[config.mk]
export PLATFORM = sky130hd
export DESIGN_NAME = ask_demodulator_flat
export DESIGN_NICKNAME = d
export VERILOG_FILES = /design/src/rtl/ask_pkg.sv /design/src/rtl/ask_demodulator_if.sv /design/src/rtl/ask_env_detect.sv /design/src/rtl/ask_demodulator.sv /design/src/flat_wrapper.sv
export SDC_FILE = /design/constraint.sdc
export NUM_CORES = 1
export LEC_CHECK = 0
export ABC_AREA = 1
export CAP_MARGIN = 0
export CORE_AREA = 4 4 135 188
export CTS_CLUSTER_SIZE = 40
export DETAILED_ROUTE_END_ITERATION = 10
export DIE_AREA = 0 0 139 192
export PLACE_DENSITY_LB_ADDON = 0.05
export SETUP_SLACK_MARGIN = 0.4
export SYNTH_ARGS = -nofsm -noshare
export SYNTH_HDL_FRONTEND = slang
export SYNTH_SLANG_ARGS = --single-unit
[constraint.sdc]
create_clock -name clk -period 13.15 [get_ports clk]
set_input_delay 2.63 -clock clk [delete_from_list [all_inputs] [get_ports clk]]
set_output_delay 2.63 -clock clk [all_outputs]
set_load 0.01 [all_outputs]
[src/rtl/ask_pkg.sv]
// Shared ASK definitions: mode encodings, slicer states and timing defaults.
// Used by both the modulator and demodulator sides.
package ask_pkg;

    typedef enum logic [1:0] {
        MODE_OFF  = 2'b00,
        MODE_2ASK = 2'b01,
        MODE_4ASK = 2'b10,
        MODE_8ASK = 2'b11
    } ask_mode_e;

    typedef enum logic [1:0] {
        IDLE,
        CMP,
        DONE,
        SER
    } slc_state_e;

    localparam int CARRIER_PERIOD_DEF = 50;
    localparam int BIT_CYCLES_DEF     = 5000;
    localparam int ENV_FULL_DEF       = 102;

    // The mode encoding doubles as the number of bits per symbol.
    function automatic logic [1:0] bits_per_sym(input logic [1:0] mode);
        return mode;
    endfunction

endpackage

[src/rtl/ask_demodulator_if.sv]
// Sample/mode inputs and symbol/bit outputs of the ASK demodulator.
// ASK_DEMOD_ENV_OUT_EN adds the env_out/env_valid bring-up signals.
interface ask_demodulator_if #(
    parameter int DATA_WIDTH = 8
);
    logic [DATA_WIDTH-1:0] sample_in;
    logic [1:0]            mixer_mode;
    logic [2:0]            sym_out;
    logic                  sym_valid;
    logic                  bit_out;
    logic                  bit_valid;
    logic                  busy;
`ifdef ASK_DEMOD_ENV_OUT_EN
    logic [DATA_WIDTH-1:0] env_out;
    logic                  env_valid;

    modport master (
        output sample_in, mixer_mode,
        input  sym_out, sym_valid, bit_out, bit_valid, busy,
        input  env_out, env_valid
    );
    modport slave (
        input  sample_in, mixer_mode,
        output sym_out, sym_valid, bit_out, bit_valid, busy,
        output env_out, env_valid
    );
`else
    modport master (
        output sample_in, mixer_mode,
        input  sym_out, sym_valid, bit_out, bit_valid, busy
    );
    modport slave (
        input  sample_in, mixer_mode,
        output sym_out, sym_valid, bit_out, bit_valid, busy
    );
`endif
endinterface

[src/rtl/ask_env_detect.sv]
// Carrier envelope detector: peak hold over each carrier window,
// env registered at the last window sample and strobed one cycle later.
module ask_env_detect
    import ask_pkg::*;
#(
    parameter int DATA_WIDTH     = 8,
    parameter int CARRIER_PERIOD = CARRIER_PERIOD_DEF
) (
    input  logic                  clk,
    input  logic                  rst,
    input  logic                  clr,
    input  logic [DATA_WIDTH-1:0] sample_in,
    output logic [DATA_WIDTH-1:0] env,
    output logic                  env_valid
);
    localparam int WCW = (CARRIER_PERIOD > 2) ? $clog2(CARRIER_PERIOD) : 1;

    logic [WCW-1:0]        wc_q, wc_d;
    logic [DATA_WIDTH-1:0] pk_q, pk_d, env_q, env_d, pk_max;
    logic                  env_valid_q, env_valid_d;

    always_comb begin
        pk_max      = (sample_in > pk_q) ? sample_in : pk_q;
        wc_d        = wc_q + WCW'(1);
        pk_d        = pk_max;
        env_d       = env_q;
        env_valid_d = 1'b0;
        if (clr) begin
            wc_d = '0;
            pk_d = '0;
        end else if (wc_q == WCW'(CARRIER_PERIOD - 1)) begin
            wc_d        = '0;
            pk_d        = '0;
            env_d       = pk_max;
            env_valid_d = 1'b1;
        end
    end

    always_ff @(posedge clk) begin
        if (rst) begin
            wc_q        <= '0;
            pk_q        <= '0;
            env_q       <= '0;
            env_valid_q <= 1'b0;
        end else begin
            wc_q        <= wc_d;
            pk_q        <= pk_d;
            env_q       <= env_d;
            env_valid_q <= env_valid_d;
        end
    end

    assign env       = env_q;
    assign env_valid = env_valid_q;

endmodule

[src/rtl/ask_demodulator.sv]
// ASK demodulator: per-symbol envelope average, linear slicer, MSB-first serialiser.
// ASK_DEMOD_ENV_OUT_EN exposes the per-window envelope for calibration.
module ask_demodulator
    import ask_pkg::*;
#(
    parameter int DATA_WIDTH     = 8,
    parameter int CARRIER_PERIOD = CARRIER_PERIOD_DEF,
    parameter int BIT_CYCLES     = BIT_CYCLES_DEF,
    parameter int ENV_FULL       = ENV_FULL_DEF
) (
    input  logic clk,
    input  logic rst,
    ask_demodulator_if.slave bus
);
    localparam int SCW = $clog2(3 * BIT_CYCLES + 1);

    logic [1:0]            mode, mode_q, n;
    logic                  off, chg, clr, sym_end;
    logic [SCW-1:0]        sc_q, sc_d, last_sc;
    logic [DATA_WIDTH-1:0] env, step;
    logic                  env_valid;
    logic [16:0]           acc_sum;
    logic [15:0]           acc_q, acc_d, acc_add, acc_s_q, acc_s_d;
    logic [8:0]            nw_q, nw_d, nw_add, nw_s_q, nw_s_d;
    logic [2:0]            k_q, k_d, k_max, sym_q, sym_d;
    logic [1:0]            cnt_q, cnt_d;
    logic [23:0]           thr_prod, thr;
    logic                  cmp_done;
    logic                  sym_valid_q, sym_valid_d, bit_q, bit_d;
    logic                  bit_valid_q, bit_valid_d, busy_q, busy_d;
    slc_state_e            state_q, state_d;

    assign mode    = bus.mixer_mode;
    assign n       = bits_per_sym(mode);
    assign off     = (mode == MODE_OFF);
    assign chg     = (mode != mode_q);
    assign clr     = off || chg;
    assign sym_end = !clr && (sc_q == last_sc);

    ask_env_detect #(
        .DATA_WIDTH     (DATA_WIDTH),
        .CARRIER_PERIOD (CARRIER_PERIOD)
    ) u_env (
        .clk       (clk),
        .rst       (rst),
        .clr       (clr),
        .sample_in (bus.sample_in),
        .env       (env),
        .env_valid (env_valid)
    );

    always_comb begin
        last_sc = '0;
        step    = '0;
        k_max   = 3'd0;
        case (mode)
            MODE_2ASK: begin
                last_sc = SCW'(BIT_CYCLES);
                step    = DATA_WIDTH'(ENV_FULL);
                k_max   = 3'd1;
            end
            MODE_4ASK: begin
                last_sc = SCW'(2 * BIT_CYCLES);
                step    = DATA_WIDTH'(ENV_FULL >> 1);
                k_max   = 3'd3;
            end
            MODE_8ASK: begin
                last_sc = SCW'(3 * BIT_CYCLES);
                step    = DATA_WIDTH'(ENV_FULL >> 2);
                k_max   = 3'd7;
            end
            default: ;
        endcase
    end

    // The window completing on the symbol-end cycle belongs to that symbol.
    always_comb begin
        acc_sum = {1'b0, acc_q} + (env_valid ? 17'(env) : 17'd0);
        acc_add = acc_sum[16] ? 16'hFFFF : acc_sum[15:0];
        nw_add  = nw_q + (env_valid ? 9'd1 : 9'd0);
        sc_d    = (clr || sym_end) ? '0 : sc_q + SCW'(1);
        acc_d   = (clr || sym_end) ? '0 : acc_add;
        nw_d    = (clr || sym_end) ? '0 : nw_add;
    end

    always_comb begin
        thr_prod = 24'({k_q, 1'b1}) * 24'(step) * 24'(nw_s_q);
        thr      = thr_prod >> 1;
        cmp_done = (24'(acc_s_q) < thr) || (k_q == k_max);
    end

    always_comb begin
        state_d     = state_q;
        k_d         = k_q;
        cnt_d       = cnt_q;
        sym_d       = sym_q;
        sym_valid_d = 1'b0;
        bit_d       = bit_q;
        bit_valid_d = 1'b0;
        acc_s_d     = acc_s_q;
        nw_s_d      = nw_s_q;
        if (clr) begin
            state_d = IDLE;
        end else begin
            unique case (state_q)
                IDLE: if (sym_end) begin
                    state_d = CMP;
                    k_d     = 3'd0;
                    acc_s_d = acc_add;
                    nw_s_d  = nw_add;
                end
                CMP: if (cmp_done) begin
                    state_d     = DONE;
                    sym_d       = k_q;
                    sym_valid_d = 1'b1;
                end else begin
                    k_d = k_q + 3'd1;
                end
                DONE: begin
                    state_d     = SER;
                    bit_d       = sym_q[n - 2'd1];
                    bit_valid_d = 1'b1;
                    cnt_d       = n - 2'd1;
                end
                SER: if (cnt_q == 2'd0) begin
                    state_d = IDLE;
                end else begin
                    bit_d       = sym_q[cnt_q - 2'd1];
                    bit_valid_d = 1'b1;
                    cnt_d       = cnt_q - 2'd1;
                end
            endcase
        end
        busy_d = (state_d != IDLE);
    end

    // mode_q tracks the input during reset so releasing reset is not a mode change.
    always_ff @(posedge clk) begin
        if (rst) begin
            mode_q      <= bus.mixer_mode;
            sc_q        <= '0;
            acc_q       <= '0;
            nw_q        <= '0;
            acc_s_q     <= '0;
            nw_s_q      <= '0;
            k_q         <= '0;
            cnt_q       <= '0;
            sym_q       <= '0;
            sym_valid_q <= 1'b0;
            bit_q       <= 1'b0;
            bit_valid_q <= 1'b0;
            busy_q      <= 1'b0;
            state_q     <= IDLE;
        end else begin
            mode_q      <= mode;
            sc_q        <= sc_d;
            acc_q       <= acc_d;
            nw_q        <= nw_d;
            acc_s_q     <= acc_s_d;
            nw_s_q      <= nw_s_d;
            k_q         <= k_d;
            cnt_q       <= cnt_d;
            sym_q       <= sym_d;
            sym_valid_q <= sym_valid_d;
            bit_q       <= bit_d;
            bit_valid_q <= bit_valid_d;
            busy_q      <= busy_d;
            state_q     <= state_d;
        end
    end

    assign bus.sym_out   = sym_q;
    assign bus.sym_valid = sym_valid_q;
    assign bus.bit_out   = bit_q;
    assign bus.bit_valid = bit_valid_q;
    assign bus.busy      = busy_q;
`ifdef ASK_DEMOD_ENV_OUT_EN
    assign bus.env_out   = env;
    assign bus.env_valid = env_valid;
`endif

endmodule

[src/flat_wrapper.sv]
// flat-port wrapper written by rule: the top's interface ports become plain ports
module ask_demodulator_flat import ask_pkg::*;
#(
    parameter int DATA_WIDTH     = 8,
    parameter int CARRIER_PERIOD = CARRIER_PERIOD_DEF,
    parameter int BIT_CYCLES     = BIT_CYCLES_DEF,
    parameter int ENV_FULL       = ENV_FULL_DEF
)
  (clk, rst, bus_sample_in, bus_mixer_mode, bus_sym_out, bus_sym_valid, bus_bit_out, bus_bit_valid, bus_busy);
  ask_demodulator_if #(.DATA_WIDTH(DATA_WIDTH)) bus_i ();
  input  logic clk;
  input  logic rst;
  input wire logic [$bits(bus_i.sample_in)-1:0] bus_sample_in;
  input wire logic [$bits(bus_i.mixer_mode)-1:0] bus_mixer_mode;
  output wire logic [$bits(bus_i.sym_out)-1:0] bus_sym_out;
  output wire logic [$bits(bus_i.sym_valid)-1:0] bus_sym_valid;
  output wire logic [$bits(bus_i.bit_out)-1:0] bus_bit_out;
  output wire logic [$bits(bus_i.bit_valid)-1:0] bus_bit_valid;
  output wire logic [$bits(bus_i.busy)-1:0] bus_busy;
  assign bus_i.sample_in = bus_sample_in;
  assign bus_i.mixer_mode = bus_mixer_mode;
  assign bus_sym_out = bus_i.sym_out;
  assign bus_sym_valid = bus_i.sym_valid;
  assign bus_bit_out = bus_i.bit_out;
  assign bus_bit_valid = bus_i.bit_valid;
  assign bus_busy = bus_i.busy;
  ask_demodulator #(.DATA_WIDTH(DATA_WIDTH), .CARRIER_PERIOD(CARRIER_PERIOD), .BIT_CYCLES(BIT_CYCLES), .ENV_FULL(ENV_FULL)) u_core (.clk(clk), .rst(rst), .bus(bus_i));
endmodule
==> out/summary.txt <==
R2R depth: 49
CP max FO: 9
Clock power share: 41.7%
Syn Inst Count: 1279
Vias per inst: 4.68
Fmax: 0.0877 GHz
Setup bufs post-CTS: 0
Max Clock Skew: 0.00957 ns
Worst min path class: register to register
Netlist Area Pre-Place: 9350 sq um
Gate power share: 8.9%
DRT Pass-1 Iters: 5
Largest net degree at the start of global routing: 52
Pwr dens: 63.1 nW/um^2
CP most frequent cell: nand2_1
Vias: 7492
DIE WIDTH: 139 microns
I/O pin count: 19
Final Hold Fails: 0
CP arrival: 11.64 ns
Critical Path Sink Type: register
Worst skew pair latency: 0.35 ns
Final Util: 42.4%
Drt total wl: 22.6 mm
Die Ht: 192 microns
Post-route DRC violation count: 0
Overflow after GRT: 0
Sequential Power Share: 49.5%
Static leakage: 5.10 nW
Relative slew margins: 29.3%
Internal Power: 0.465 mW
Min cycle time layout: 11.41 ns
Number of CTS-inserted buffers: 9
Placer Congestion: 0.829
Area Growth Syn to Fin: 8.07%
Synth Flop Type: dfxtp_1
Worst hold path depth: 1
RSZ-0062 raised after global routing: no
Gr usage total: 17.8%
Syn Area/Cell: 7.31 sq um
H-tree depth: 3
Final setup viols: 0
Slew Viols, Final: 0
Number of port buffers: 18
Post-route cell area: 10100 sq um
EDFF count, synth: 0
Antenna viol nets, final: 0
Ant diodes: 0
Period utilisation layout: 86.7%
Die area: 26700 sq um
Yosys cell types: 53
Row cnt: 67
Syn. warnings: 0
Max clock buf depth: 2
CTS Sinks: 103
Syn nets: 1469
Antenna violations before repair: 0
Crit path max-delay cell type: clkdlybuf4s50_1
Outcome: finished clean
Worst EP required: 13.38 ns
Hpwl dp: 18.9 mm
Worst-path clk slew: 0.08 ns
Global-route wire length before repair: 38.4 mm
Register area share after synthesis: 22.1%
Area of placed instances: 9810 sq um
Share of cells above drive strength 1: 4.57%
TritonCTS clock tree: done
Number of global-route vias before repair: 7644
Nets: 1476
Total negative setup slack: 0 ns
Post-CTS resize count: 0
Element type at the critical path start: input pin
Max incr delay on CP: 0.59 ns
Sw Ratio: 27.0%
Power Total: 0.637 mW
Worst vdd ir: 0.0656 mV
Worst Max-Slew Pin Slew: 1.06 ns
Routed len/inst: 14.1 microns
P_sw: 0.172 mW
Initial core utilization: 39.3%
Initial drt markers: 271
Register bit total from synthesis: 103
CTS Hold Buffers Added: 0
Post-synth ARST share: 0%
Max_cap viols: 0
Core area: 23800 sq um
CTS Root Cell: clkbuf_16
Fill count: 2583
Crit Path Class: input pin to register
WHS: 0.452 ns
==> worst paths after layout <==
| path | from | endpoint | slack [ns] |
|---|---|---|---|
| max | bus_mixer_mode[0] | u_core.bus.busy$_SDFF_PP0_ | 1.74 |
| min | u_core.sc_q[0]$_SDFF_PP0_ | u_core.sc_q[0]$_SDFF_PP0_ | 0.45 |
| max reg2reg | u_core.k_q[0]$_SDFFE_PP0P_ | u_core.bus.busy$_SDFF_PP0_ | 4.76 |
| min reg2reg | u_core.sc_q[0]$_SDFF_PP0_ | u_core.sc_q[0]$_SDFF_PP0_ | 0.45 |
==> per-stage QoR <==
stage,cells,setup WS (ns)
final,1601,1.74
after global routing,1601,1.00
after floorplan,1279,2.94
after CTS,1601,1.64
after detailed placement,1585,1.28
after global placement,1585,1.38
==> per-layer routing <==
metal | GRT usage (%) | share of wire [%] | wire (microns) | vias up
met5 | 0 | 0 | 0 | -
met4 | 5.35 | 2.2 | 498 | 0
met3 | 1.34 | 1.3 | 292 | 24
met2 | 33.4 | 52 | 11800 | 64
met1 | 21.6 | 44 | 10000 | 3484
li1 | - | - | - | 3920
==> area by class of cell <==
| type | count | area, sq um | share of cell area (%) |
|---|---|---|---|
| clock buffers | 9 | 225 | 2.23 |
| clock inverters | 7 | 66.3 | 0.657 |
| inverters | 285 | 1070 | 10.6 |
| multi-input cells | 868 | 6100 | 60.4 |
| flip-flops and latches | 103 | 2060 | 20.4 |
| well taps | 310 | 388 | 3.84 |
| repair buffers | 19 | 188 | 1.86 |
==> critical path, delay by kind of cell <==
family | cells | cell delay, ns
XOR/XNOR | 2 | 0.55
buffers and inverters | 12 | 1.33
AO/OA/AOI/OAI | 5 | 0.99
AND/OR/NAND/NOR | 23 | 1.96
adder cells (fa/ha/maj) | 10 | 4.16
==> flip-flops by register name, summed over array words and instances, names as in the netlist, 6 cells and up <==
name and flops:
u_core.acc_q 16, u_core.acc_s_q 16, u_core.u_env.pk_q 8, u_core.u_env.wc_q 6, u_core.sc_q 14, u_core.nw_s_q 9, u_core.u_env.env 8, u_core.nw_q 9
==> layout by cell type, fill, tap and decap left out, types with 15 or more instances in the layout <==
cell,instances
a21oi_1,65
clkdlybuf4s50_1,18
dfxtp_1,103
fa_1,74
ha_1,104
inv_1,268
nand2_1,274
nand3_1,38
nor2_1,147
o21ai_0,17
o21ai_1,27
xnor2_1,15
xor2_1,22
==> synth_stat cells (2+ instances only) <==
master	instances	area (sq um)
or2_2	2	12.5
buf_6	2	22.5
or2_1	3	18.8
xor2_1	22	193
clkinv_1	3	11.3
inv_2	14	52.6
buf_2	6	30.0
a211oi_1	9	67.6
o2111ai_1	2	17.5
nand3b_1	6	45.0
nand4_1	7	43.8
ha_1	104	1300
a211oi_2	2	25.0
nor3_1	6	30.0
fa_1	74	1480
nor3b_1	3	22.5
nor2_2	3	18.8
a31oi_1	5	31.3
dfxtp_1	103	2060
and2_1	2	12.5
nand2_2	4	25.0
a21oi_2	2	17.5
o21ai_0	17	85.1
nand3_2	4	40.0
o21a_1	6	45.0
xnor2_1	15	131
nand3_1	38	190
a21oi_1	65	325
clkbuf_1	13	48.8
nand2_1	274	1030
inv_1	268	1010
nor2_1	147	552
o21ai_1	27	135
o22ai_1	2	12.5
==> power groups by stage <==
stage / Clock [mW] / Sequential (mW) / Combinational, mW
floorplan: 0 / 0.322 / 0.0391
global placement: 0 / 0.323 / 0.0577
detailed placement: 0 / 0.323 / 0.0579
CTS: 0.278 / 0.315 / 0.0582
global route: 0.290 / 0.316 / 0.0647
finish: 0.265 / 0.315 / 0.0564
==> cells by family after synthesis <==
logic type / share of synthesized area [%]
buf+inv: 12.7
fa+ha+maj: 29.8
compound gates: 8.89
simple gates: 23.0
xor+xnor: 3.64
flops: 22.1
Note: power is estimated with default switching activity, not from simulation.
